## src/rtl/proc_program_sequencer.sv

```systemverilog
// ---------------------------------------------------------------------------
// proc_program_sequencer
//
// Host-side companion of the accumulator processor core. The host loads a
// program word by word into a small buffer. On a start request the sequencer
// holds the core in reset for RST_CYC cycles. It then replays each word onto
// the core data input and drives the fetch and execute strobes. For every
// word loaded with its capture bit set, the core output is returned to the
// host over a valid/ready result channel.
//
// Ports
//   execlk      sole clock, rising edge
//   rst         synchronous active-high reset
//   ld_valid    host program-word valid
//   ld_ready    buffer can accept a word (idle and not full)
//   ld_data     program word {opcode[31:28], operand[27:0]}
//   ld_cap      capture core output after this word executes
//   start       one-cycle run request
//   busy        run in progress
//   done        one-cycle pulse at run completion
//   words       number of loaded words
//   proc_data   core data input
//   proc_fetch  core fetch strobe
//   proc_exec   core execute strobe
//   proc_y      core output-buffer enable
//   proc_rst    core reset
//   proc_dout   core data output
//   res_valid   captured result available
//   res_data    captured result
//   res_ready   host accepts result
//   run_cycles  busy-cycle counter, present only with the option below
//
// Option macro: PROC_SEQ_CYCLE_CNT_EN
//   Adds run_cycles[31:0]. It counts the cycles with busy=1 and saturates at
//   all ones. It is cleared on an accepted start and on rst, and it holds
//   after the run finishes.
// ---------------------------------------------------------------------------
module proc_program_sequencer #(
  parameter int DEPTH   = 16,
  parameter int AW      = 4,
  parameter int RST_CYC = 2
) (
  input  logic          execlk,
  input  logic          rst,
  input  logic          ld_valid,
  output logic          ld_ready,
  input  logic [31:0]   ld_data,
  input  logic          ld_cap,
  input  logic          start,
  output logic          busy,
  output logic          done,
  output logic [AW:0]   words,
  output logic [31:0]   proc_data,
  output logic          proc_fetch,
  output logic          proc_exec,
  output logic          proc_y,
  output logic          proc_rst,
  input  logic [31:0]   proc_dout,
  output logic          res_valid,
  output logic [31:0]   res_data,
`ifdef PROC_SEQ_CYCLE_CNT_EN
  output logic [31:0]   run_cycles,
`endif
  input  logic          res_ready
);

  localparam int CW = (RST_CYC > 1) ? $clog2(RST_CYC) : 1;
  localparam logic [CW-1:0] RstLast = CW'(RST_CYC - 1);
  localparam logic [AW:0]   DepthW  = (AW+1)'(DEPTH);
  localparam logic [AW:0]   OneW    = (AW+1)'(1);

  typedef enum logic [3:0] {
    IDLE,
    RSTC,
    FETCH,
    EXEC,
    SETTLE,
    CAPT,
    WAITR,
    NEXT,
    FIN
  } state_t;

  state_t          state_q, state_d;
  logic [AW-1:0]   ptr_q, ptr_d;
  logic [AW:0]     words_q, words_d;
  logic [CW-1:0]   rcnt_q, rcnt_d;
  logic [31:0]     pdata_q, pdata_d;
  logic            resValid_q, resValid_d;
  logic [31:0]     resData_q, resData_d;

  logic [31:0]     buf_q [DEPTH];
  logic            cap_q [DEPTH];

  logic            startAcc;
  logic            ldAcc;
  logic            lastWord;

  // A start is honoured only in IDLE with something loaded. It takes
  // priority over a word offered in the same cycle.
  assign startAcc = (state_q == IDLE) && start && (words_q != '0);
  assign ld_ready = (state_q == IDLE) && (words_q < DepthW);
  assign ldAcc    = ld_valid && ld_ready && !startAcc;
  assign lastWord = ({1'b0, ptr_q} == (words_q - OneW));

  // Program buffer storage. Its contents are don't-care after reset, so it
  // carries no reset.
  always_ff @(posedge execlk) begin
    if (ldAcc) begin
      buf_q[words_q[AW-1:0]] <= ld_data;
      cap_q[words_q[AW-1:0]] <= ld_cap;
    end
  end

  // Control state register.
  always_ff @(posedge execlk) begin
    if (rst) begin
      state_q    <= IDLE;
      ptr_q      <= '0;
      words_q    <= '0;
      rcnt_q     <= '0;
      pdata_q    <= '0;
      resValid_q <= 1'b0;
      resData_q  <= '0;
    end else begin
      state_q    <= state_d;
      ptr_q      <= ptr_d;
      words_q    <= words_d;
      rcnt_q     <= rcnt_d;
      pdata_q    <= pdata_d;
      resValid_q <= resValid_d;
      resData_q  <= resData_d;
    end
  end

  // Next-state logic. Each word walks FETCH -> EXEC -> SETTLE. It then goes
  // through CAPT -> WAITR when flagged, and ends in NEXT. The core output is
  // sampled on the edge leaving CAPT.
  always_comb begin
    state_d    = state_q;
    ptr_d      = ptr_q;
    words_d    = words_q;
    rcnt_d     = rcnt_q;
    pdata_d    = pdata_q;
    resValid_d = resValid_q;
    resData_d  = resData_q;

    case (state_q)
      IDLE: begin
        if (startAcc) begin
          state_d = RSTC;
          ptr_d   = '0;
          rcnt_d  = '0;
        end else if (ldAcc) begin
          words_d = words_q + OneW;
        end
      end
      RSTC: begin
        if (rcnt_q == RstLast) begin
          state_d = FETCH;
        end else begin
          rcnt_d = rcnt_q + CW'(1);
        end
      end
      FETCH: begin
        pdata_d = buf_q[ptr_q];
        state_d = EXEC;
      end
      EXEC: begin
        state_d = SETTLE;
      end
      SETTLE: begin
        state_d = cap_q[ptr_q] ? CAPT : NEXT;
      end
      CAPT: begin
        resData_d  = proc_dout;
        resValid_d = 1'b1;
        state_d    = WAITR;
      end
      WAITR: begin
        if (resValid_q && res_ready) begin
          resValid_d = 1'b0;
          state_d    = NEXT;
        end
      end
      NEXT: begin
        if (lastWord) begin
          state_d = FIN;
        end else begin
          ptr_d   = ptr_q + AW'(1);
          state_d = FETCH;
        end
      end
      FIN: begin
        words_d = '0;
        state_d = IDLE;
      end
      default: begin
        state_d = IDLE;
      end
    endcase
  end

  // Moore outputs decoded from the state. proc_data shows the buffer word
  // directly during FETCH. It then holds the copy registered in FETCH
  // until the next fetch.
  assign busy       = (state_q != IDLE) && (state_q != FIN);
  assign done       = (state_q == FIN);
  assign words      = words_q;
  assign proc_data  = (state_q == FETCH) ? buf_q[ptr_q] : pdata_q;
  assign proc_fetch = (state_q == FETCH);
  assign proc_exec  = (state_q == EXEC);
  assign proc_y     = ((state_q == SETTLE) && cap_q[ptr_q]) || (state_q == CAPT);
  assign proc_rst   = (state_q == IDLE) || (state_q == RSTC);
  assign res_valid  = resValid_q;
  assign res_data   = resData_q;

`ifdef PROC_SEQ_CYCLE_CNT_EN
  logic [31:0] cyc_q;

  // Busy-cycle counter. It saturates instead of wrapping.
  always_ff @(posedge execlk) begin
    if (rst || startAcc) begin
      cyc_q <= '0;
    end else if (busy && (cyc_q != 32'hFFFF_FFFF)) begin
      cyc_q <= cyc_q + 32'd1;
    end
  end

  assign run_cycles = cyc_q;
`endif

endmodule

```

## config.mk

```make
export PLATFORM = sky130hd
export DESIGN_NAME = proc_program_sequencer
export DESIGN_NICKNAME = d
export VERILOG_FILES = /design/src/rtl/proc_program_sequencer.sv
export SDC_FILE = /design/constraint.sdc
export NUM_CORES = 1
export LEC_CHECK = 0
export ABC_AREA = 1
export CAP_MARGIN = 0
export CORE_ASPECT_RATIO = 1.75
export CORE_UTILIZATION = 57
export DETAILED_ROUTE_END_ITERATION = 8
export PLACE_DENSITY_LB_ADDON = 0.25
export SYNTH_ARGS = -nofsm -noshare
export SYNTH_HDL_FRONTEND = slang
export SYNTH_SLANG_ARGS = --single-unit
```

## constraint.sdc

```tcl
create_clock -name execlk -period 3.8 [get_ports execlk]
set_clock_uncertainty 0.2 [all_clocks]
set_input_delay 0.76 -clock execlk [delete_from_list [all_inputs] [get_ports execlk]]
set_output_delay 0.76 -clock execlk [all_outputs]
set_load 0.01 [all_outputs]
```

==> results of run 1 <==
cell type report:
| cell class | instances | area, um2 |
|---|---|---|
| multi-input cells | 1223 | 5940 |
| diodes | 1 | 2.50 |
| fillers | 2977 | 13300 |
| well taps | 555 | 694 |
| clock inverters | 22 | 189 |
| repair inverters | 2 | 13.8 |
| clock buffers | 69 | 1420 |
| inverters | 36 | 155 |
| repair buffers | 215 | 2540 |
| flip-flops and latches | 611 | 17500 |
registers in the layout (all words and copies together) (netlist names), named ones only:
| name | count |
|---|---|
| buf_q | 512 |
| pdata_q | 32 |
| res_data | 32 |
| cap_q | 16 |
| words | 5 |
| ptr_q | 4 |
| state_q | 4 |
| rcnt_q | 1 |
| res_valid | 1 |
metrics by stage:
stage               hold slack, ns  power (W)  instance area, um2  setup WS, ns
CTS                          0.274     0.0161               28200       0.00508
finish                       0.272     0.0164               28500        0.0929
floorplan                    0.251    0.00994               24100         0.588
global route                 0.289     0.0170               28500       -0.0341
global placement             0.260     0.0109               26500         0.564
detailed placement           0.264     0.0110               26500         0.509
metal layers:
metal,wire (um),GRT usage [%]
met3,4620,3.89
met4,3100,14.9
met1,21600,32.8
met2,32300,49.5
met5,13,0
logic make-up after synthesis:
logic type                 count (synthesis)
adders and majority gates                  6
DFF                                      611
xor gates and xnor gates                   2
and+or+nand+nor                          737
AOI/OAI and AO/OA                        478
buffers and inverters                    163
power groups by stage:
| stage | logic, W | registers (W) | clock network, W |
|---|---|---|---|
| 6_report | 0.00355 | 0.00771 | 0.00509 |
| 3_3_place_gp | 0.00306 | 0.00784 | 0 |
| 3_5_place_dp | 0.00314 | 0.00785 | 0 |
| 4_1_cts | 0.00323 | 0.00771 | 0.00514 |
| 5_1_grt | 0.00385 | 0.00773 | 0.00540 |
| 2_1_floorplan | 0.00210 | 0.00783 | 0 |
repair_timing:
| action | in CTS | in global routing |
|---|---|---|
| endpoints found under the setup margin | 10 | 33 |
| gates cloned | 1 | 11 |
| gates resized for setup | 7 | 36 |
| setup buffers | 0 | 5 |
cells in the mapped netlist:
| master | count | share of area (%) |
|---|---|---|
| a21o_1 | 1 | 0.031 |
| a31oi_1 | 2 | 0.052 |
| a21oi_2 | 12 | 0.44 |
| o211ai_1 | 98 | 3.0 |
| buf_8 | 2 | 0.12 |
| buf_2 | 28 | 0.58 |
| clkbuf_2 | 8 | 0.17 |
| nand3b_1 | 1 | 0.031 |
| dfxtp_1 | 83 | 6.9 |
| o21a_1 | 1 | 0.031 |
| nor2_2 | 1 | 0.026 |
| nor3_2 | 2 | 0.083 |
| buf_4 | 11 | 0.34 |
| o21ai_1 | 43 | 0.89 |
| nor2_1 | 458 | 7.1 |
| edfxtp_1 | 528 | 66 |
| o21ai_0 | 255 | 5.3 |
| nor3_1 | 1 | 0.021 |
| a21oi_1 | 33 | 0.68 |
| clkbuf_1 | 61 | 0.95 |
| xor2_1 | 2 | 0.073 |
| nand3_1 | 84 | 1.7 |
| buf_6 | 12 | 0.56 |
| inv_1 | 34 | 0.53 |
| a211oi_1 | 1 | 0.031 |
| nand4_1 | 1 | 0.026 |
| ha_1 | 6 | 0.31 |
| inv_2 | 2 | 0.031 |
| buf_1 | 5 | 0.078 |
| nand2_1 | 189 | 2.9 |
| o221ai_1 | 32 | 1.2 |
worst max-delay path: cells and delay by family, from the launching register on:
family / cells / cell delay [ns]
AND/OR/NAND/NOR: 5 / 0.44
flip-flops: 1 / 0.45
AO/OA/AOI/OAI: 1 / 0.19
buffers and inverters: 4 / 1.07
path summary, 6_finish.rpt:
check	from	endpoint	slack, ns	cells after the start
max	register	proc_data[26]	0.09	10
min	pdata_q[29]	pdata_q[29]	0.27	2
min reg2reg	pdata_q[29]	pdata_q[29]	0.27	2
max reg2reg	words[0]	cap_q[14]	0.87	9
==> run_results.csv, run 1 <==
group,metric,value,unit
status,status,"finished clean",
drt,first_pass_iters,5,
global_routing,grt_max_degree,81,
cells_and_area,final_util,68.2,%
cells_and_area,mostFrequentLayoutCells,"edfxtp_1, nor2_1, o21ai_0",
power_and_ir_drop,powerDensity,574,nW/um2
die,start_util,57.8,%
die,die_h,274,um
flow_run,max-cap-violations,0,
die,core,41700,um2
cts,cts_made_buffers,51,
critical_path,crit_chain,"buf_8 -> buf_4 -> buf_6 -> nor2_1 -> o211ai_1 -> nand3_1 -> nand2_1 -> nand2_1 -> nand2_1 -> clkdlybuf4s50_1",
timing,fmax,0.270,GHz
synthesis,synth_cell_type_count,31,
timing,fin_tns_setup,0,ns
timing,slew_headroom,35.1,%
cells_and_area,final_common_cell,"edfxtp_1",
cts,clkTransAtPathRegs,0.07,ns
synthesis,synth_compound_area_share,11.7,%
global_routing,grt_pass1_wl,89300,um
drt,initialDrtViolationCount,1702,
critical_path,slowest_delay,0.52,ns
drt,routed_via_density,6.03,
power_and_ir_drop,p_comb_share,21.7,%
place,dp.cells,2625,
timing,hold_viol_final,0,
critical_path,cp_common_cell,"nand2_1",
critical_path,cp-end-kind,"primary output",
timing,finalCritPeriodShare,97.6,%
drt,num_vias,16477,
cells_and_area,final_cell_count_no_fill,2734,
place,gp_congestion,0.863,
critical_path,required,2.84,ns
cts,clk-insertion-delay-late,0.57,ns
power_and_ir_drop,p_int,0.0117,W
cts,h-tree-depth,2,
global_routing,grt_pass1_vias,15850,
timing,setup_viol,0,
die,rows,99,
power_and_ir_drop,peakVddDrop,371,uV
power_and_ir_drop,clkPwrFrac,31.1,%
drt,antenna_left,0,
timing,rsz0062_at_grt,"true",
synthesis,synth_fa_ha_area_share,0.311,%
timing,fin_crit,3.71,ns
critical_path,worstPathMaxFanout,20,
critical_path,cpMaxStageDelayCell,"clkdlybuf4s50_1",
drt,routedWlPerCell,22.6,um
die,design.die.area,43200,um2
synthesis,ys_seq_area_share,72.6,%
cells_and_area,final_layout_size_suffix_gt1_share,8.82,%
drt,drc,0,
timing,drv_slew,0,
power_and_ir_drop,p_seq_share,47.1,%
synthesis,synth_fp_nets,2073,
synthesis,synth-simple-area-share,12.0,%
synthesis,synth.mux.area_fraction,0,%
synthesis,netlist_instances,1997,
power_and_ir_drop,p_leak,9.97,nW
synthesis,syn_area,24100,um2
cells_and_area,syn2layout_area_growth,18.1,%
global_routing,grt-ovfl-total,0,
cts,cts.hold.buffers_added,0,
synthesis,synth-xor-area-share,0.0726,%
min_path,hp-class,"reg -> reg",
die,chipWidth,158,um
drt,wirelength,61700,um
cts,cts_buffer_depth,3,
critical_path,cp-start-kind,"register",
global_routing,grtUsageTotal,28.0,%
global_routing,antenna_found_initial,2,
synthesis,synth_top_family_by_area,"simple AND/OR/NAND/NOR gates",
cts,tritoncts,"yes",
die,pin_count,147,
synthesis,synth-seq-cells,611,
place,port_buffers,146,
critical_path,path_class,"reg -> out",
timing,tightest_slew,0.972,ns
synthesis,avgSynthCellArea,12.1,um2
power_and_ir_drop,p_sw_share,28.5,%
place,dp_hpwl,34000,um
cells_and_area,fin_nets,2216,
synthesis,ys_warn_count,0,
cts,cts.sinks,611,
cts,clockRootBuffer,"clkbuf_16",
critical_path,worstPathArrival,2.75,ns
power_and_ir_drop,p_sw,0.00466,W
Note: power is estimated with default switching activity, not from simulation.
==> run 2: changes to the inputs <==
Settings changed: ABC_AREA 1 to not set, SETUP_SLACK_MARGIN set to 0.1.
==> run 2 against run 1 <==
  * Final cell count shrank 20%
  * Register-to-register slack lost 0.18 ns
  * Sequential share of layout area grew 0.34 points
  * Synthesized cell count shrank 31%
  * Hold slack lost 0.019 ns
  * Area after synthesis shrank 2.0%
  * Worst setup slack gained 0.054 ns
  * Final area shrank 0.54%
  * Critical path depth shrank 3
  * Critical endpoint is now proc_data[11]
  * Largest cell class unchanged
==> run_results.csv, run 2 <==
group,metric,value,unit
power_and_ir_drop,p_leak,8.99,nW
cells_and_area,final_layout_size_suffix_gt1_share,18.5,%
place,placed_cell_area,26300,um2
die,rows,98,
synthesis,ys.flop_type,"edfxtp_1",
synthesis,yosysMostFrequentCell,"edfxtp_1",
cells_and_area,largest_register_ffs,512,
cells_and_area,syn2layout_area_growth,19.8,%
drt,antenna_left,0,
cts,clkTransAtPathRegs,0.06,ns
cells_and_area,fin_area,28300,um2
timing,hold_viol_final,0,
timing,setup_viol,0,
global_routing,grt_pass1_vias,13259,
synthesis,synth-seq-cells,611,
critical_path,reg2reg_depth,8,
die,pin_count,147,
timing,finalCritPeriodShare,96.1,%
die,start_util,57.9,%
global_routing,grtUsageTotal,25.9,%
drt,first_pass_iters,5,
power_and_ir_drop,p_seq_share,55.9,%
drt,routed_via_density,6.10,
place,gp_congestion,0.766,
die,die_h,271,um
synthesis,synth_edf_count,528,
global_routing,grt_pass1_wl,79700,um
synthesis,netlist_instances,1384,
timing,fmax,0.274,GHz
timing,fin_tns_setup,0,ns
timing,fin_crit,3.65,ns
cts,clockRootBuffer,"clkbuf_16",
timing,slew_headroom,24.6,%
critical_path,cp-end-kind,"primary output",
timing,tightest_slew,1.13,ns
global_routing,grt_max_degree,48,
die,design.die.area,42300,um2
power_and_ir_drop,clkPwrFrac,38.2,%
synthesis,syn_area,23700,um2
cells_and_area,final_common_cell,"edfxtp_1",
cells_and_area,final_cell_count_no_fill,2177,
critical_path,path_class,"reg -> out",
critical_path,required,2.84,ns
place,dp.cells,2050,
critical_path,worstPathArrival,2.69,ns
synthesis,synthArstFlopShare,0,%
global_routing,antenna_found_initial,1,
status,status,"finished clean",
drt,wirelength,54400,um
cts,clk-insertion-delay-late,0.57,ns
cts,cts.sinks,611,
power_and_ir_drop,p_int,0.0107,W
timing,holdWs,0.252,ns
power_and_ir_drop,p_comb_share,5.9,%
min_path,hold_depth,2,
power_and_ir_drop,powerDensity,476,nW/um2
drt,initialDrtViolationCount,1365,
cts,cts_buffer_depth,3,
place,port_buffers,146,
critical_path,cp-start-kind,"register",
die,chipWidth,156,um
synthesis,avgSynthCellArea,17.1,um2
synthesis,ys_seq_area_share,74.1,%
place,dp_hpwl,29600,um
die,core,40800,um2
synthesis,synth_top_area_cell,"edfxtp_1",
synthesis,synth_fp_nets,1460,
synthesis,synthTopCellsByCount,"edfxtp_1, nand2_1, mux2i_1",
cts,cts_made_buffers,50,
power_and_ir_drop,p_sw_share,20.8,%
power_and_ir_drop,total_power,0.0135,W
timing,drv_slew,0,
timing,rsz0062_at_grt,"true",
drt,drc,0,
drt,routedWlPerCell,25.0,um
cts,cts.hold.buffers_added,0,
cells_and_area,fin_nets,1661,
power_and_ir_drop,peakVddDrop,407,uV
min_path,hp-class,"reg -> reg",
power_and_ir_drop,p_sw,0.00280,W
cells_and_area,mostFrequentLayoutCells,"edfxtp_1, nand2_1, mux2i_1",
synthesis,synth_top_area_share,67.0,%
synthesis,synth_cell_type_count,47,
flow_run,max-cap-violations,0,
global_routing,grt-ovfl-total,0,
synthesis,synth_area_leaders,"edfxtp_1, dfxtp_1, mux4_2",
drt,num_vias,13281,
cts,tritoncts,"yes",
critical_path,worstPathMaxFanout,11,
synthesis,ys_warn_count,0,
cts,h-tree-depth,2,
## run 2: routing by layer
metal / vias to the layer above / global-route usage, % / wire [um]
li1: 5812 / - / -
met1: 6749 / 32.0 / 19900
met2: 597 / 46.6 / 29200
met3: 123 / 2.87 / 3410
met4: 0 / 10.1 / 1850
met5: - / 0 / 0
## run 2: repair_timing
action | in CTS | in global routing
gates cloned | 3 | 4
buffers inserted | 9 | 17
resized for setup | 33 | 8
pin swaps | 1 | 3
setup endpoints to repair | 33 | 8
## run 2: logic make-up (layout without fill, tap and decap cells)
logic type      Yosys count  after routing  share of synthesized area (%)
xor+xnor                 11             11                          0.471
compound gates          150            150                           4.15
simple gates            284            285                           5.52
other cells               0              1                              0
fa+ha+maj                 6              6                          0.317
mux                     234            234                           13.6
flops                   611            611                           74.1
buf+inv                  88            329                           1.85
## run 2: stage by stage
stage | util [%] | setup WS [ns]
after floorplan | - | 0.0745
after global placement | 64.3 | 0.406
after detailed placement | 64.3 | 0.370
after CTS | 68.7 | 0.0301
after global routing | 69.4 | 0.0650
final | 69.4 | 0.147
## run 2: final timing paths
| path | start | endpoint | slack [ns] |
|---|---|---|---|
| min | res_data[19] | res_data[19] | 0.25 |
| min reg2reg | res_data[19] | res_data[19] | 0.25 |
| max | register | proc_data[11] | 0.15 |
| max reg2reg | words[0] | buf_q[0][1] | 0.69 |
## run 2: area by class of cell
type                            count  area (um2)
Antenna cell                        1        2.50
Clock buffer                       70        1460
Clock inverter                     23         194
Fill cell                        2620       12500
Inverter                            6        22.5
Multi-Input combinational cell    686        5880
Sequential cell                   611       17500
Tap cell                          550         688
Timing Repair Buffer              230        2560
## run 2: worst max-delay path: stages, from the launching register on
cell and delay, ns:
dfxtp_4 0.44, buf_4 0.16, clkbuf_16 0.19, mux4_2 0.51, mux2_2 0.28, nand2_1 0.09
nand3_1 0.13, dlygate4sd2_1 0.32
## run 2: power by group through the flow
stage | logic, W | registers (W) | clock network (W)
final | 0.000792 | 0.00754 | 0.00514
after global routing | 0.000862 | 0.00755 | 0.00545
after CTS | 0.000797 | 0.00754 | 0.00522
after detailed placement | 0.000795 | 0.00768 | 0
after global placement | 0.000780 | 0.00767 | 0
after floorplan | 0.000388 | 0.00768 | 0
==> run 3: changes to the inputs <==
--- a/config.mk
+++ b/config.mk
@@ -7,6 +7,9 @@
 export LEC_CHECK = 0
 export CAP_MARGIN = 0
+export CELL_PAD_IN_SITES_DETAIL_PLACEMENT = 2
+export CELL_PAD_IN_SITES_GLOBAL_PLACEMENT = 2
 export CORE_ASPECT_RATIO = 1.75
-export CORE_UTILIZATION = 57
+export CORE_MARGIN = 2
+export CORE_UTILIZATION = 44
 export DETAILED_ROUTE_END_ITERATION = 8
 export PLACE_DENSITY_LB_ADDON = 0.25
--- a/constraint.sdc
+++ b/constraint.sdc
@@ -3,3 +3,3 @@
 set_input_delay 0.76 -clock execlk [delete_from_list [all_inputs] [get_ports execlk]]
 set_output_delay 0.76 -clock execlk [all_outputs]
-set_load 0.01 [all_outputs]
+set_load 0.1 [all_outputs]
==> run 3 against run 2 <==
  * Final cell count up 6.2%
  * Worst setup slack worse by 0.044 ns
  * Non-clock buffer count down 7
  * Fmax down 1.2%
  * Clock power up 7.2%
  * Critical endpoint is now proc_data[10]
==> run_results.csv, run 3 (same netlist as run 2, synthesis figures left out) <==
group,metric,value,unit
status,status,"finished clean",
timing,hold_viol_final,0,
die,start_util,44.4,%
die,rows,112,
cts,clk-insertion-delay-late,0.62,ns
power_and_ir_drop,p_leak,9.09,nW
global_routing,antenna_found_initial,1,
drt,initialDrtViolationCount,959,
critical_path,crit_chain,"buf_12 -> buf_16 -> mux4_2 -> mux2_2 -> nand2_1 -> nand3_2 -> buf_12",
global_routing,grt_pass1_vias,15252,
cells_and_area,multi_input_area,6000,um2
critical_path,cp-end-kind,"primary output",
power_and_ir_drop,p_int,0.0108,W
cts,cts_made_buffers,54,
timing,tightest_slew,1.00,ns
power_and_ir_drop,powerDensity,490,nW/um2
place,gp_congestion,0.742,
power_and_ir_drop,p_sw_share,24.0,%
cells_and_area,final_common_cell,"edfxtp_1",
timing,setup_viol,0,
place,pre_cts_ws,0.417,ns
place,dp_hpwl,41900,um
drt,first_pass_iters,5,
critical_path,path_class,"reg -> out",
timing,rsz0062_at_grt,"true",
critical_path,cpMaxStageDelayCell,"mux4_2",
global_routing,grt_pass1_wl,105000,um
cells_and_area,fin_nets,1658,
global_routing,grt_max_degree,50,
cells_and_area,seqCellArea,17500,um2
drt,num_vias,13695,
timing,drv_slew,0,
cts,cts.sinks,611,
cells_and_area,final_util,54.3,%
die,core,53300,um2
cells_and_area,final_layout_size_suffix_gt1_share,21.9,%
power_and_ir_drop,p_comb_share,7.7,%
critical_path,required,2.84,ns
die,chipWidth,179,um
place,placed_cell_area,26700,um2
power_and_ir_drop,p_seq_share,53.4,%
critical_path,cp_common_cell,"buf_12",
cts,clkTransAtPathRegs,0.07,ns
critical_path,worstPathArrival,2.74,ns
cts,h-tree-depth,2,
timing,slew_headroom,32.9,%
drt,routedWlPerCell,31.4,um
die,design.die.area,55700,um2
global_routing,gr-usage-met3,2.76,%
cells_and_area,syn2layout_area_growth,22.2,%
place,dp.cells,2188,
die,die_h,311,um
cts,clockRootBuffer,"clkbuf_16",
drt,routed_via_density,5.93,
timing,final.setup.worst_slack,0.103,ns
timing,fmax,0.271,GHz
min_path,hp-class,"in -> reg",
cts,cts.hold.buffers_added,0,
cells_and_area,largest_register_ffs,512,
cells_and_area,mostFrequentLayoutCells,"edfxtp_1, nand2_1, mux2i_1",
global_routing,grtUsageTotal,26.2,%
timing,finalCritPeriodShare,97.3,%
power_and_ir_drop,clkPwrFrac,38.9,%
cells_and_area,final_cell_count_no_fill,2311,
drt,wirelength,72600,um
global_routing,grt-ovfl-total,0,
critical_path,slowest_delay,0.54,ns
global_routing,met2_usage,47.7,%
cts,tritoncts,"yes",
global_routing,grt_busiest_layer,"met2",
drt,antenna_left,0,
cts,cts_buffer_depth,3,
cells_and_area,fin_area,28900,um2
die,pin_count,147,
cells_and_area,n_fill_cell,4619,
critical_path,worstPathMaxFanout,22,
timing,fin_crit,3.70,ns
flow_run,max-cap-violations,0,
place,port_buffers,146,
global_routing,grt_util_met1,31.9,%
power_and_ir_drop,peakVddDrop,426,uV
power_and_ir_drop,p_sw,0.00340,W
critical_path,cp-start-kind,"register",
drt,drc,0,
==> run 3: what timing repair did <==
| action | 4_1_cts | 5_1_grt |
|---|---|---|
| cloned | 3 | 1 |
| gates resized for setup | 6 | 27 |
| endpoints found under the setup margin | 32 | 22 |
| pin swaps | 2 | 2 |
| setup buffers | 12 | 6 |
| endpoints found under the hold margin | 0 | 0 |
==> run 3: path summary, 6_finish.rpt <==
check / start / end / slack (ns) / cells after the start
max: register / proc_data[10] / 0.10 / 7
min: rst / state_q[2] / 0.25 / 2
max reg2reg: words[0] / buf_q[6][10] / 0.46 / 8
min reg2reg: res_data[2] / res_data[2] / 0.26 / 2
==> run 3: per-layer routing <==
metal  routed length, um  share of wire [%]
met1               27300                 38
met5                   0                  0
met3                3430                4.7
met2               39300                 54
met4                2600                3.6
==> run 3: power groups by stage <==
stage | clock, W | combinational (W) | sequential, W
3_3_place_gp | 0 | 0.00104 | 0.00767
5_1_grt | 0.00581 | 0.00116 | 0.00757
2_1_floorplan | 0 | 0.000543 | 0.00772
4_1_cts | 0.00556 | 0.00110 | 0.00756
3_5_place_dp | 0 | 0.00109 | 0.00770
6_report | 0.00551 | 0.00110 | 0.00756
==> run 3: layout make-up <==
cell class                      instances  share of cell area (%)
Timing Repair Buffer                  223                    9.54
Multi-Input combinational cell        686                    20.8
Clock buffer                           63                    4.83
Tap cell                              684                    2.96
Inverter                                6                  0.0779
Antenna cell                            1                 0.00866
Sequential cell                       611                    60.7
Clock inverter                         37                    1.16
==> run 3: critical path, delay by kind of cell, from the launching register on <==
family	cells	cell delay, ns
multiplexers	2	0.81
buffers and inverters	3	0.52
flip-flops	1	0.50
AND/OR/NAND/NOR	2	0.24
==> run 3: metrics by stage <==
| step | TNS (ns) | total power [W] | hold WS [ns] |
|---|---|---|---|
| CTS | 0 | 0.0142 | 0.238 |
| floorplan | -162.34 | 0.00826 | 0.250 |
| finish | 0 | 0.0142 | 0.254 |
| global route | 0 | 0.0145 | 0.263 |
| detailed placement | 0 | 0.00879 | 0.254 |
| global placement | 0 | 0.00871 | 0.240 |
==> RTL edit 1, RTL diff (config.mk and constraints of run 3) <==
Encoding of `state_t`: now one-hot (9 bits for 9 states).
--- a/src/rtl/proc_program_sequencer.sv
+++ b/src/rtl/proc_program_sequencer.sv
@@ -69,16 +69,16 @@
   localparam logic [AW:0]   DepthW  = (AW+1)'(DEPTH);
   localparam logic [AW:0]   OneW    = (AW+1)'(1);
 
-  typedef enum logic [3:0] {
-    IDLE,
-    RSTC,
-    FETCH,
-    EXEC,
-    SETTLE,
-    CAPT,
-    WAITR,
-    NEXT,
-    FIN
+  typedef enum logic [8:0] {
+    IDLE   = 9'b000000001,
+    RSTC   = 9'b000000010,
+    FETCH  = 9'b000000100,
+    EXEC   = 9'b000001000,
+    SETTLE = 9'b000010000,
+    CAPT   = 9'b000100000,
+    WAITR  = 9'b001000000,
+    NEXT   = 9'b010000000,
+    FIN    = 9'b100000000
   } state_t;
 
   state_t          state_q, state_d;
Function: same outputs for any inputs over 4 cycles, from zero or initial values and one cycle with rst high; so few cycles prove little.
==> RTL edit 1 against run 3 <==
Critical path type unchanged; fmax down 9.1%; the flow now finishes with violations (negative setup slack); worst setup slack worse by 370 ps; sequential cell count up 5; final area up 1.4%; power up 4.0%; critical path depth up 1; synthesized area down 0.45%; wire length down 3.0%.
==> RTL edit 1: results (changes against run 3) <==
stage	metric	value	unit	change
run_status	status	finished, violations left		was completed
run_status	failing checks	negative setup slack		
cts	root buf cell	clkbuf_16		unchanged
global_routing	global route overflow	0		unchanged
place	cell area after placement	26800	um^2	was 26700 um^2
worst_setup_path	Max FO, Critical Path	12		was 22
timing	setup total negative slack	-5790	ps	was 0 ps
worst_setup_path	Critical Path AT	3110	ps	was 2740 ps
cts	Num CTS Buffers	54		unchanged
route	DR pass1 iterations	6		was 5
yosys	Synth warnings	0		unchanged
global_routing	Tot GR Track Use	0.256		was 0.262
yosys	post-synth cell types	45		was 47
worst_setup_path	R2R Setup Slk	210	ps	was 460 ps
cts	Max clock buf depth	3		unchanged
place	Detail Placement HPWL	39300	um	was 41900 um
yosys	sequential fraction of the synthesis area	0.748		was 0.741
final_layout	layout net count	1534		was 1658
yosys	EDFF count, synth	528		unchanged
worst_setup_path	slowest stage delay, CP	580	ps	was 540 ps
place	RD Place Congestion	0.717		was 0.742
route	Via density	5.85		was 5.93
global_routing	initial antenna violation count	4		was 1
hold_path	Hold Path Class	flop to flop		was input port to flop
cts	worst-skew pair later-pin latency	610	ps	
final_layout	Largest register FFs	512		unchanged
global_routing	global-route wire length before repair	100000	um	was 105000 um
worst_setup_path	Worst Setup SP	state_q[1]		
global_routing	largest net degree at the start of global routing	43		was 50
place	port buffer count	146		unchanged
route	wire per inst	32.1	um	was 31.4 um
pwr	IR Drop Worst-Case VDD	0.433	mV	was 0.426 mV
hold_path	Worst Hold Depth	2		unchanged
yosys	post-synthesis net count	1297		was 1460
hold_path	WHS Endpoint	res_data[0]		was state_q[2]
final_layout	Filler cells	4482		was 4619
pwr	LEAKAGE	9.40	nW	was 9.09 nW
final_layout	share of cells above drive strength 1	0.311		was 0.219
timing	Final WS setup	-266	ps	was 103 ps
yosys	synth top area cells	edfxtp_1, mux4_2, dfxtp_1		was edfxtp_1, dfxtp_1, mux4_2
global_routing	number of global-route vias before repair	14353		was 15252
route	1st-iter DRT viols	927		was 959
yosys	Async S/R FF share, synth	0		unchanged
cts	H-tree lvl count	2		unchanged
worst_setup_path	Worst Reg-to-Reg Cells	16		was 8
timing	hold slack	258	ps	was 254 ps
worst_setup_path	Top delay family on crit path	simple AND/OR/NAND/NOR gates		was multiplexers
worst_setup_path	reg2reg end	pdata_q[30]		was buf_q[6][10]
timing	Setup-failing EPs final	32		was 0
hold_path	hold path startpoint	res_data[0]		was rst
yosys	top cells by count, synth	edfxtp_1, mux4_2, dfxtp_1		was edfxtp_1, nand2_1, mux2i_1
timing	Worst slew margin	0.328		was 0.329
worst_setup_path	Worst path slowest cell	or4_4		was mux4_2
## RTL edit 1: cell type report
class,instances,area [um^2],area share
clock inverter,25,272,0.00927
antenna,2,5.00,0.000171
multi-input combinational,518,5800,0.198
timing repair buffer,248,3070,0.105
tap,684,856,0.0292
clock buffer,77,1570,0.0536
inverter,21,81.3,0.00278
sequential,616,17600,0.602
## RTL edit 1: power by group
group          total, mW  switching (mW)  internal, mW
clock network       5.77            2.55          3.23
logic               1.26           0.808         0.454
registers           7.70          0.0871          7.61
## RTL edit 1: worst max path at each step
stage / end / slack, ps / cells after the start
after floorplan: buf_q[2][0] / -270 / 6
after global placement: proc_data[10] / 260 / 6
after detailed placement: proc_data[18] / 130 / 6
after CTS: proc_data[24] / -250 / 6
after global routing: proc_data[2] / -310 / 8
final: proc_data[2] / -270 / 8
## RTL edit 1: cell families after synthesis
family	after synthesis	share of synthesized area
AO/OA/AOI/OAI	88	0.0264
buffers and inverters	89	0.0164
XOR/XNOR	11	0.00473
adder cells (fa/ha/maj)	5	0.00266
flip-flops	616	0.748
AND/OR/NAND/NOR	210	0.0430
multiplexers	203	0.159
## RTL edit 1: routing by layer
metal  track usage  vias up  share of wire
met5             0        -        0.00037
met4        0.0849        4          0.030
met3        0.0353      117          0.051
met2         0.473      452           0.55
met1         0.304     6853           0.37
li1              -     5395              -
## RTL edit 1: worst register-to-register path: stages, from the launching register on
cell      delay (ps)
dfxtp_2          320
or4_4            580
or4_4            540
nor2_4           250
buf_6            160
buf_8            140
a222oi_1          90
buf_4            150
buf_4            130
buf_4            130
buf_4            130
buf_4            120
buf_4            120
buf_4            120
buf_4            120
buf_4            120
nor2_1           110
## RTL edit 1: per-stage QoR
stage / setup slack, ps / instances / utilization
after floorplan: -268 / 1222 / -
after global placement: 265 / 2040 / 0.504
after detailed placement: 134 / 2040 / 0.504
after CTS: -252 / 2171 / 0.546
after global routing: -313 / 2190 / 0.551
final: -266 / 2191 / 0.551
## RTL edit 1: repair_timing
action                                  in CTS  in global routing
pin swaps                                   24                 19
endpoints found under the setup margin      34                 33
cloned                                       2                  5
setup buffers                               27                 13
endpoints found under the hold margin        0                  0
gates resized for setup                     25                 18
==> RTL edit 2, RTL diff (flow settings as in run 3) <==
Made on the original files. Change the parameter `AW` from 4 to 5.
--- a/src/rtl/proc_program_sequencer.sv
+++ b/src/rtl/proc_program_sequencer.sv
@@ -37,7 +37,7 @@
 // ---------------------------------------------------------------------------
 module proc_program_sequencer #(
   parameter int DEPTH   = 16,
-  parameter int AW      = 4,
+  parameter int AW      = 5,
   parameter int RST_CYC = 2
 ) (
   input  logic          execlk,
Ports: changed (resized words); port bits go from 147 to 148. No check against the original RTL was run, so the function may have changed too.
==> RTL edit 2 against run 3 <==
Synthesized area decreased by 0.77%; global-route usage down 1.4 points; critical path depth up 1; register-to-register slack better by 190 ps; worst setup slack got worse by 14 ps; sequential cell count grew 2; first-iteration DRC count decreased by 21%; final area is 1.4% higher; count of clock-buffer cells in the layout rose by 15; wire length decreased by 5.5%; non-clock buffer count is 17 higher; fmax fell by 0.39%; power fell by 0.56%; synthesized cell count decreased by 12%; largest cell class unchanged; largest power group unchanged; highest routed layer unchanged.
==> RTL edit 2: results (changes against run 3) <==
stage	metric	value	unit	change
final_layout	Largest register FFs	512		unchanged
worst_setup_path	Worst Reg-to-Reg Cells	7		was 8
hold_path	Hold Path Class	flop to flop		was input port to flop
yosys	synth top area cells	edfxtp_1, mux4_2, dfxtp_1		was edfxtp_1, dfxtp_1, mux4_2
final_layout	layout net count	1516		was 1658
cts	worst-skew pair later-pin latency	610	ps	
run_status	status	completed		unchanged
final_layout	share of cells above drive strength 1	0.283		was 0.219
cts	Max clock buf depth	3		unchanged
route	DR pass1 iterations	7		was 5
yosys	Synth warnings	0		unchanged
pwr	LEAKAGE	9.44	nW	was 9.09 nW
yosys	sequential fraction of the synthesis area	0.748		was 0.741
global_routing	largest net degree at the start of global routing	48		was 50
final_layout	Filler cells	4456		was 4619
worst_setup_path	R2R Setup Slk	650	ps	was 460 ps
place	placed cells	2026		was 2188
worst_setup_path	reg2reg end	buf_q[13][2]		was buf_q[6][10]
timing	worst-margin pin slew	1150	ps	was 1000 ps
die	Die Area	55300	um^2	was 55700 um^2
place	port buffer count	147		was 146
yosys	EDFF count, synth	528		unchanged
yosys	top cells by count, synth	edfxtp_1, mux4_2, dfxtp_1		was edfxtp_1, nand2_1, mux2i_1
worst_setup_path	slowest stage delay, CP	570	ps	was 540 ps
yosys	Async S/R FF share, synth	0		unchanged
cts	Clock Pin Slew Worst Setup and Hold Paths	70	ps	about the same
place	RD Place Congestion	0.721		was 0.742
route	via count	12608		was 13695
place	Detail Placement HPWL	38900	um	was 41900 um
route	wire per inst	31.6	um	was 31.4 um
place	worst slack at placement	437	ps	was 417 ps
yosys	post-synth cell types	49		was 47
global_routing	global-route wire length before repair	97200	um	was 105000 um
route	Via density	5.81		was 5.93
pwr	IR Drop Worst-Case VDD	0.437	mV	was 0.426 mV
worst_setup_path	Max FO, Critical Path	8		was 22
cts	H-tree lvl count	2		unchanged
yosys	syn avg cell area	19.3	um^2	was 17.1 um^2
yosys	Synth Flop Type	edfxtp_1		unchanged
worst_setup_path	startpoint types	flop		unchanged
route	1st-iter DRT viols	757		was 959
worst_setup_path	Worst Setup EP	proc_data[20]		was proc_data[10]
worst_setup_path	worst r2r src	state_q[1]		was words[0]
pwr	Internal Power	10.9	mW	was 10.8 mW
global_routing	number of global-route vias before repair	13968		was 15252
worst_setup_path	Critical Path AT	2750	ps	was 2740 ps
worst_setup_path	Top delay family on crit path	multiplexers		unchanged
cts	root buf cell	clkbuf_16		unchanged
global_routing	Tot GR Track Use	0.248		was 0.262
worst_setup_path	Worst path slowest cell	mux4_2		unchanged
hold_path	Worst Hold Depth	2		unchanged
cts	Num CTS Buffers	55		was 54
place	cell area after placement	26600	um^2	was 26700 um^2
timing	max frequency	269	MHz	was 271 MHz
global_routing	initial antenna violation count	0		was 1
yosys	post-synthesis net count	1290		was 1460
[RTL edit 2: cell types whose count changed after synthesis, sizes merged, moves of 32 or more]
cell,run 3,this run
a31oi,35,0
mux2i,134,71
o22ai,0,33
mux2,33,1
nand3,65,4
a22oi,63,0
mux4,67,132
nand2,145,79
a21o,0,32
[RTL edit 2: power groups by stage]
stage          Clock, mW  Sequential (mW)  Combinational [mW]
3_5_place_dp           0             7.69               0.921
6_report            5.58             7.55               0.953
2_1_floorplan          0             7.70               0.438
5_1_grt             5.89             7.56                1.01
4_1_cts             5.64             7.55               0.952
3_3_place_gp           0             7.67               0.882
[RTL edit 2: worst min-delay path, cell delays in order, from the launching register on]
cell	delay, ps
dfxtp_1	310
nand2_1	50
a21oi_1	50
[RTL edit 2: final cells by class]
type,count,area (um^2),area share
sequential,613,17600,0.600
timing repair buffer,240,3130,0.107
inverter,10,37.5,0.00128
antenna,1,2.50,0.0000854
tap,684,856,0.0292
clock inverter,24,191,0.00653
clock buffer,78,1570,0.0534
multi-input combinational,520,5940,0.203
[RTL edit 2: cell families after synthesis]
group | Yosys count | synth area share
buffers and inverters | 81 | 0.0172
AND/OR/NAND/NOR | 175 | 0.0352
multiplexers | 204 | 0.157
flip-flops | 613 | 0.748
adder cells (fa/ha/maj) | 6 | 0.00320
AO/OA/AOI/OAI | 123 | 0.0344
XOR/XNOR | 12 | 0.00448
[RTL edit 2: worst min path at each step]
| stage | start | to | slack, ps |
|---|---|---|---|
| detailed placement | res_data[28] | res_data[28] | 250 |
| global placement | res_data[22] | res_data[22] | 240 |
| floorplan | ptr_q[4] | ptr_q[4] | 250 |
| global route | res_data[28] | res_data[28] | 260 |
| finish | res_data[28] | res_data[28] | 260 |
| CTS | res_data[28] | res_data[28] | 260 |
[RTL edit 2: what timing repair did]
| item | 4_1_cts | 5_1_grt |
|---|---|---|
| pin swaps | 0 | 4 |
| cloned | 3 | 7 |
| buffers inserted | 16 | 15 |
| endpoints found under the setup margin | 33 | 25 |
| gates resized for setup | 36 | 31 |
[RTL edit 2: routing by layer]
| layer | wire, um | up-vias | GRT usage |
|---|---|---|---|
| li1 | - | 5308 | - |
| met1 | 26100 | 6815 | 0.298 |
| met2 | 38100 | 397 | 0.468 |
| met3 | 2850 | 88 | 0.0286 |
| met4 | 1630 | 0 | 0.0601 |
| met5 | 0 | - | 0 |
